--- config.mk ---
export PLATFORM = sky130hd
export DESIGN_NAME = sid_mdac_sched
export DESIGN_NICKNAME = d
export VERILOG_FILES = /design/src/rtl/sid_pkg.sv /design/src/rtl/sid_shared_mul.sv /design/src/rtl/sid_mdac_sched.sv
export SDC_FILE = /design/constraint.sdc
export NUM_CORES = 1
export LEC_CHECK = 0
export BUFFER_PORTS_ARGS = -buffer_cell sky130_fd_sc_hd__buf_2
export CAP_MARGIN = 20
export CELL_PAD_IN_SITES_DETAIL_PLACEMENT = 1
export CELL_PAD_IN_SITES_GLOBAL_PLACEMENT = 1
export CORE_ASPECT_RATIO = 0.9
export CORE_MARGIN = 2
export CORE_UTILIZATION = 40
export CTS_CLUSTER_SIZE = 10
export DETAILED_ROUTE_END_ITERATION = 8
export PLACE_DENSITY_LB_ADDON = 0.08
export SLEW_MARGIN = 40
export SYNTH_ARGS = -nofsm -noshare
export SYNTH_HDL_FRONTEND = slang
export SYNTH_HIERARCHICAL = 1
export SYNTH_SLANG_ARGS = --single-unit
--- constraint.sdc ---
create_clock -name CLK -period 7 [get_ports CLK]
set_input_delay 0.7 -clock CLK [delete_from_list [all_inputs] [get_ports CLK]]
set_output_delay 0.7 -clock CLK [all_outputs]
set_load 0.03 [all_outputs]
--- src/rtl/sid_pkg.sv ---
`default_nettype none
// ---------------------------------------------------------------------------
// sid_pkg : operand widths, slot tags and FSM encoding for sid_mdac_sched.
// Option macro: SID_VOLUME_EN (adds the master-volume multiply slot) | rev 1.0
// ---------------------------------------------------------------------------
package sid_pkg;

  localparam int MUL_A_W = 16;
  localparam int MUL_B_W = 8;
  localparam int MUL_P_W = 24;
  localparam int TAG_W   = 2;

  localparam logic [TAG_W-1:0] SLOT_V0  = 2'd0;
  localparam logic [TAG_W-1:0] SLOT_V1  = 2'd1;
  localparam logic [TAG_W-1:0] SLOT_V2  = 2'd2;
  localparam logic [TAG_W-1:0] SLOT_VOL = 2'd3;

`ifdef SID_VOLUME_EN
  localparam int SID_NSLOT = 4;
`else
  localparam int SID_NSLOT = 3;
`endif

  localparam logic [1:0] ST_IDLE  = 2'd0;
  localparam logic [1:0] ST_ISSUE = 2'd1;
  localparam logic [1:0] ST_DRAIN = 2'd2;
  localparam logic [1:0] ST_DONE  = 2'd3;

  // 12-bit voice sample scaled up to the full signed 16-bit multiplier port.
  function automatic logic [MUL_A_W-1:0] voice_to_a(input logic [11:0] v);
    return {v, 4'b0000};
  endfunction

endpackage
`default_nettype wire

--- src/rtl/sid_shared_mul.sv ---
`default_nettype none
// ---------------------------------------------------------------------------
// sid_shared_mul : signed16 x unsigned8 multiplier, MUL_LAT register stages,
// valid and slot tag carried alongside the product.                | rev 1.0
// ---------------------------------------------------------------------------
module sid_shared_mul
  import sid_pkg::*;
#(
  parameter int MUL_LAT = 2
) (
  input  logic               clk,
  input  logic               rst,
  input  logic               i_valid,
  input  logic [TAG_W-1:0]   i_tag,
  input  logic [MUL_A_W-1:0] i_a,
  input  logic [MUL_B_W-1:0] i_b,
  output logic               o_valid,
  output logic [TAG_W-1:0]   o_tag,
  output logic [MUL_P_W-1:0] o_prod
);

  localparam int EXT_W = MUL_P_W + 1;

  logic [EXT_W-1:0] w_a_ext;
  logic [EXT_W-1:0] w_b_ext;
  logic [EXT_W-1:0] w_full;
  logic             w_unused_msb;

  // Low EXT_W bits of an unsigned multiply equal the signed result once A is
  // sign-extended and B zero-extended to the full width.
  assign w_a_ext      = {{(EXT_W-MUL_A_W){i_a[MUL_A_W-1]}}, i_a};
  assign w_b_ext      = {{(EXT_W-MUL_B_W){1'b0}}, i_b};
  assign w_full       = w_a_ext * w_b_ext;
  assign w_unused_msb = w_full[EXT_W-1];

  logic [MUL_LAT-1:0] r_vld;
  logic [TAG_W-1:0]   r_tag  [MUL_LAT];
  logic [MUL_P_W-1:0] r_prod [MUL_LAT];

  always_ff @(posedge clk) begin
    if (rst) begin
      for (int s = 0; s < MUL_LAT; s++) begin
        r_vld[s]  <= 1'b0;
        r_tag[s]  <= '0;
        r_prod[s] <= '0;
      end
    end else begin
      r_vld[0]  <= i_valid;
      r_tag[0]  <= i_tag;
      r_prod[0] <= w_full[MUL_P_W-1:0];
      for (int s = 1; s < MUL_LAT; s++) begin
        r_vld[s]  <= r_vld[s-1];
        r_tag[s]  <= r_tag[s-1];
        r_prod[s] <= r_prod[s-1];
      end
    end
  end

  assign o_valid = r_vld[MUL_LAT-1];
  assign o_tag   = r_tag[MUL_LAT-1];
  assign o_prod  = r_prod[MUL_LAT-1];

endmodule
`default_nettype wire

--- src/rtl/sid_mdac_sched.sv ---
`default_nettype none
// ---------------------------------------------------------------------------
// sid_mdac_sched : shares one multiplier across the voice MDAC products and
// the master-volume stage. Option macro: SID_VOLUME_EN            | rev 1.0
// ---------------------------------------------------------------------------
module sid_mdac_sched
  import sid_pkg::*;
#(
  parameter int MUL_LAT = 2
) (
  input  logic        CLK,
  input  logic        RST,
  input  logic        CLKen,
  input  logic [11:0] VOICE0,
  input  logic [11:0] VOICE1,
  input  logic [11:0] VOICE2,
  input  logic [7:0]  ENV0,
  input  logic [7:0]  ENV1,
  input  logic [7:0]  ENV2,
  input  logic [15:0] MIX_IN,
  input  logic [3:0]  VOLUME,
  output logic [15:0] AMP0,
  output logic [15:0] AMP1,
  output logic [15:0] AMP2,
  output logic [15:0] OUT,
  output logic        VALID,
  output logic        BUSY,
  output logic        OVERRUN
);

  localparam int               NSLOT     = SID_NSLOT;
  localparam logic [TAG_W-1:0] LAST_SLOT = TAG_W'(NSLOT - 1);

  logic [1:0]       r_state;
  logic [TAG_W-1:0] r_slot;
  logic [11:0]      r_voice  [3];
  logic [7:0]       r_env    [3];
  logic [15:0]      r_mix;
  logic [15:0]      r_sh_amp [3];
  logic [15:0]      r_amp    [3];
  logic [15:0]      r_out;
  logic             r_valid;
  logic             r_overrun;

  logic               w_start;
  logic               w_issue;
  logic [MUL_A_W-1:0] w_mul_a;
  logic [MUL_B_W-1:0] w_mul_b;
  logic [MUL_B_W-1:0] w_vol_b;
  logic               w_res_vld;
  logic [TAG_W-1:0]   w_res_tag;
  logic [MUL_P_W-1:0] w_res_prod;
  logic [15:0]        w_res;
  logic               w_last_out;
  logic [15:0]        w_amp_nxt [3];
  logic [15:0]        w_out_nxt;
  logic               w_unused_lsb;

  assign w_start      = (r_state == ST_IDLE) && CLKen;
  assign w_issue      = (r_state == ST_ISSUE);
  assign w_res        = w_res_prod[MUL_P_W-1:8];
  assign w_unused_lsb = ^w_res_prod[7:0];
  assign w_last_out   = w_res_vld && (w_res_tag == LAST_SLOT);

  always_comb begin
    w_mul_a = '0;
    w_mul_b = '0;
    case (r_slot)
      SLOT_V0: begin w_mul_a = voice_to_a(r_voice[0]); w_mul_b = r_env[0]; end
      SLOT_V1: begin w_mul_a = voice_to_a(r_voice[1]); w_mul_b = r_env[1]; end
      SLOT_V2: begin w_mul_a = voice_to_a(r_voice[2]); w_mul_b = r_env[2]; end
      default: begin w_mul_a = r_mix;                  w_mul_b = w_vol_b;  end
    endcase
  end

  sid_shared_mul #(
    .MUL_LAT (MUL_LAT)
  ) u_mul (
    .clk     (CLK),
    .rst     (RST),
    .i_valid (w_issue),
    .i_tag   (r_slot),
    .i_a     (w_mul_a),
    .i_b     (w_mul_b),
    .o_valid (w_res_vld),
    .o_tag   (w_res_tag),
    .o_prod  (w_res_prod)
  );

  // The final product is forwarded straight into the output copy so every
  // result updates on the same edge that raises VALID.
  for (genvar k = 0; k < 3; k++) begin : g_amp
    assign w_amp_nxt[k] = (w_res_vld && (w_res_tag == TAG_W'(k))) ? w_res : r_sh_amp[k];
  end

`ifdef SID_VOLUME_EN
  logic [3:0]  r_vol;
  logic [15:0] r_sh_vol;

  always_ff @(posedge CLK) begin
    if (RST) begin
      r_vol    <= '0;
      r_sh_vol <= '0;
    end else begin
      if (w_start) r_vol <= VOLUME;
      if (w_res_vld && (w_res_tag == SLOT_VOL)) r_sh_vol <= w_res;
    end
  end

  assign w_vol_b   = {r_vol, 4'b0000};
  assign w_out_nxt = (w_res_vld && (w_res_tag == SLOT_VOL)) ? w_res : r_sh_vol;
`else
  logic w_unused_vol;

  assign w_vol_b      = '0;
  assign w_out_nxt    = r_mix;
  assign w_unused_vol = ^VOLUME;
`endif

  always_ff @(posedge CLK) begin
    if (RST) begin
      r_state   <= ST_IDLE;
      r_slot    <= '0;
      r_mix     <= '0;
      r_out     <= '0;
      r_valid   <= 1'b0;
      r_overrun <= 1'b0;
      for (int k = 0; k < 3; k++) begin
        r_voice[k]  <= '0;
        r_env[k]    <= '0;
        r_sh_amp[k] <= '0;
        r_amp[k]    <= '0;
      end
    end else begin
      r_valid   <= 1'b0;
      r_overrun <= CLKen && (r_state != ST_IDLE);
      if (w_res_vld) begin
        for (int k = 0; k < 3; k++) r_sh_amp[k] <= w_amp_nxt[k];
      end
      case (r_state)
        ST_IDLE: begin
          if (CLKen) begin
            r_voice[0] <= VOICE0;
            r_voice[1] <= VOICE1;
            r_voice[2] <= VOICE2;
            r_env[0]   <= ENV0;
            r_env[1]   <= ENV1;
            r_env[2]   <= ENV2;
            r_mix      <= MIX_IN;
            r_slot     <= SLOT_V0;
            r_state    <= ST_ISSUE;
          end
        end
        ST_ISSUE: begin
          r_slot <= r_slot + 1'b1;
          if (r_slot == LAST_SLOT) r_state <= ST_DRAIN;
        end
        ST_DRAIN: begin
          if (w_last_out) begin
            for (int k = 0; k < 3; k++) r_amp[k] <= w_amp_nxt[k];
            r_out   <= w_out_nxt;
            r_valid <= 1'b1;
            r_state <= ST_DONE;
          end
        end
        default: r_state <= ST_IDLE;
      endcase
    end
  end

  assign AMP0    = r_amp[0];
  assign AMP1    = r_amp[1];
  assign AMP2    = r_amp[2];
  assign OUT     = r_out;
  assign VALID   = r_valid;
  assign BUSY    = (r_state != ST_IDLE);
  assign OVERRUN = r_overrun;

endmodule
`default_nettype wire

==> results.md <==
- Run status: finished clean
- Total routed wirelength: 28900 um
- Min cycle time layout: 6.15 ns
- Required time at the endpoint of the critical path: 7.41 ns
- Post-CTS Hold Fix Bufs: 0
- Setup Slack @ Placement: 0.633 ns
- Clock insertion delay at the later pin of the skew report: 0.54 ns
- Fin worst setup slack: 0.847 ns
- Post-route DRC: 0
- Width of the die: 194 um
- Power per Cell Area: 383 mW/mm2
- Cell area after synthesis: 0.0129 mm2
- Number of buffers added for setup after CTS: 0
- Clock skew: 0.0174 ns
- Routability congestion estimate: 0.802
- Starting Density: 0.406
- Floorplan die area: 0.0338 mm2
- Vias in the first global route: 9067
- Nature of the critical path startpoint: flip-flop
- Hold Path Sink: r_mix[2]
- Util after Layout: 0.463
- Clock tree from TritonCTS: done
- Layout cells sized above 1: 0.169
- Placeable core area: 0.0319 mm2
- Leakage power summed over all cells: 6.81 nW
- Critical path peak fanout: 17
- Post-detailed-placement half-perimeter wirelength: 21600 um
- Critical Path, Cell by Cell: inv_1 > ha_1 > buf_4 > a222oi_1 > mux2i_1 > nand2_1 > fa_1 > inv_1 > fa_1 > inv_1 > fa_1 > fa_1 > inv_1 > ha_1 > a21oi_1 > nor2b_1 > o21ai_0 > o21ai_0 > a311oi_1 > mux2_1
- Logic gate share of total power: 0.490
- Count of standard-cell rows: 62
- Met3 global-route usage: 0.0199
- Share of the clock period used by the worst path after layout: 0.879
- Worst hold path startpoint: MIX_IN[2]
- Remaining antenna violation count after routing: 0
- Area Overhead vs Synth: 14.1%
- DR vias: 8366
- Register share of total power: 0.293
- CP endpoint kind: flip-flop
- Total power after layout: 0.00566 W
- Number of search-and-repair iterations in the first detailed-routing pass: 5
- Most common cell after layout, fill and taps aside: sky130_fd_sc_hd__inv_1
- 1st-iter DRT viols: 366
- Clock transition time at the flip-flop clock pins of the worst setup and hold paths: 0.06 ns
- Critical path type: flip-flop to flip-flop
- Number of endpoints with negative hold slack in the final report: 0
- Inserted Clock Buffers: 26
- Met1 capacity usage during global routing: 0.240
- Antenna violations before repair: 0
- Ant diodes: 0
- Total internal power: 0.00338 W
- Clock tree root buffer cell: sky130_fd_sc_hd__clkbuf_16
- Count of cells resized by post-cts repair: 0
- Number of standard cells after synthesis: 1165
- Worst hold path stage count: 2
- Overflow left after global routing: 0
- First-pass GRT wire length: 47900 um
- Global-route layer with the greatest usage: met2
- Level count of the clock H-tree: 1
- Most frequent cells in the layout: sky130_fd_sc_hd__inv_1 (173), sky130_fd_sc_hd__buf_2 (145), sky130_fd_sc_hd__edfxtp_1 (140), sky130_fd_sc_hd__and2_1 (135), sky130_fd_sc_hd__fa_1 (100)
- Switching Share: 0.403
- Headroom to the max-slew limit: 0.458
- Worst reg2reg startpoint: r_slot[0]
- Internal reg-to-reg setup slack: 0.85 ns
- Top Ports: 150
- Classification of the worst-slack hold path: input port to flip-flop
- Arrival time at the worst endpoint: 6.57 ns
- Setup Total Neg Slack: 0 ns
- Final setup violation count: 0
- Fraction of power consumed by the clock network: 0.216
- Maximum root-to-sink buffer count: 3
- Maximum single-stage delay on the critical path: 0.67 ns
- Highest achievable clock rate: 0.163 GHz
- Detailed-route vias per instance: 4.84
- Pin count of the biggest net entering global routing: 77
- Reported net switching power: 0.00228 W
- Avg WL per Cell: 16.8 um
- Floorplan die height: 175 um
- Met2 track utilization from global routing: 0.299
- Crit-path slowest cell: sky130_fd_sc_hd__fa_1
- Setup repair after global routing missed its margin: false
- Avg Synthesized Cell Area: 11.1 um2
- Depth of the worst register-to-register path: 20
- Actual slew at the worst max-slew pin: 0.791 ns
- Count of clock tree sinks: 216
- Max-slew violations: 0
- GR Util All Layers: 0.175
- Max-cap check violation count: 0
- Post-synthesis net count: 1404
- Synth warn: 6
- Crit Reg-Reg Endpoint: u_mul/r_prod[0][21]
- Final net count: 1533
- Number of I/O port buffers: 145
- Worst ir drop on vdd: 0.000243 V
- Final hold slack: 0.377 ns
[metrics by stage]
step           std cells  instance area [um2]
2_1_floorplan       1165                12900
3_3_place_gp        1680                14000
3_5_place_dp        1682                14000
4_1_cts             1728                14800
5_1_grt             1728                14800
6_report            1728                14800
[routing by layer]
| layer | vias up | wire length, um |
|---|---|---|
| met5 | - | 0 |
| met1 | 4202 | 13800 |
| met3 | 33 | 775 |
| met2 | 104 | 13800 |
| met4 | 0 | 562 |
| li1 | 4027 | - |
[layout make-up]
cell class,count,area [um2]
clock buffers,44,739
clock inverters,2,25.0
fillers,3483,17100
inverters,177,669
multi-input cells,701,6150
flip-flops and latches,216,5730
well taps,416,520
repair buffers,172,932
[flip-flops by register name (all words and copies together), names as in the netlist, 4 cells and up]
register	cells
u_mul/r_prod	32
r_env	24
r_mix	16
r_voice	36
u_mul/r_tag	4
r_amp	48
OUT	16
r_sh_amp	32
[critical path, delay by kind of cell, from the launching register on]
family                   cells  cell delay [ns]
multiplexers                 2             0.99
adder cells (fa/ha/maj)      6             2.80
flip-flops                   1             0.35
AO/OA/AOI/OAI                5             0.89
buffers and inverters        5             0.68
AND/OR/NAND/NOR              2             0.31
[power groups by stage]
| stage | sequential, W | clock (W) | combinational (W) |
|---|---|---|---|
| 2_1_floorplan | 0.00167 | 0 | 0.00213 |
| 3_3_place_gp | 0.00168 | 0 | 0.00276 |
| 3_5_place_dp | 0.00169 | 0 | 0.00283 |
| 4_1_cts | 0.00166 | 0.00126 | 0.00285 |
| 5_1_grt | 0.00168 | 0.00131 | 0.00323 |
| 6_report | 0.00166 | 0.00122 | 0.00278 |
[how the worst max path moves through the flow]
| stage | endpoint | slack [ns] | from | depth (start not counted) |
|---|---|---|---|---|
| 2_1_floorplan | u_mul/r_prod[0][21] | 1.59 | r_slot[1] | 19 |
| 3_3_place_gp | u_mul/r_prod[0][21] | 0.70 | r_slot[1] | 17 |
| 3_5_place_dp | u_mul/r_prod[0][21] | 0.63 | r_slot[1] | 17 |
| 4_1_cts | u_mul/r_prod[0][21] | 0.62 | r_slot[1] | 17 |
| 5_1_grt | u_mul/r_prod[0][21] | 0.38 | r_slot[0] | 19 |
| 6_report | u_mul/r_prod[0][21] | 0.85 | r_slot[0] | 20 |
No activity file was read; power rests on OpenSTA's default activity.
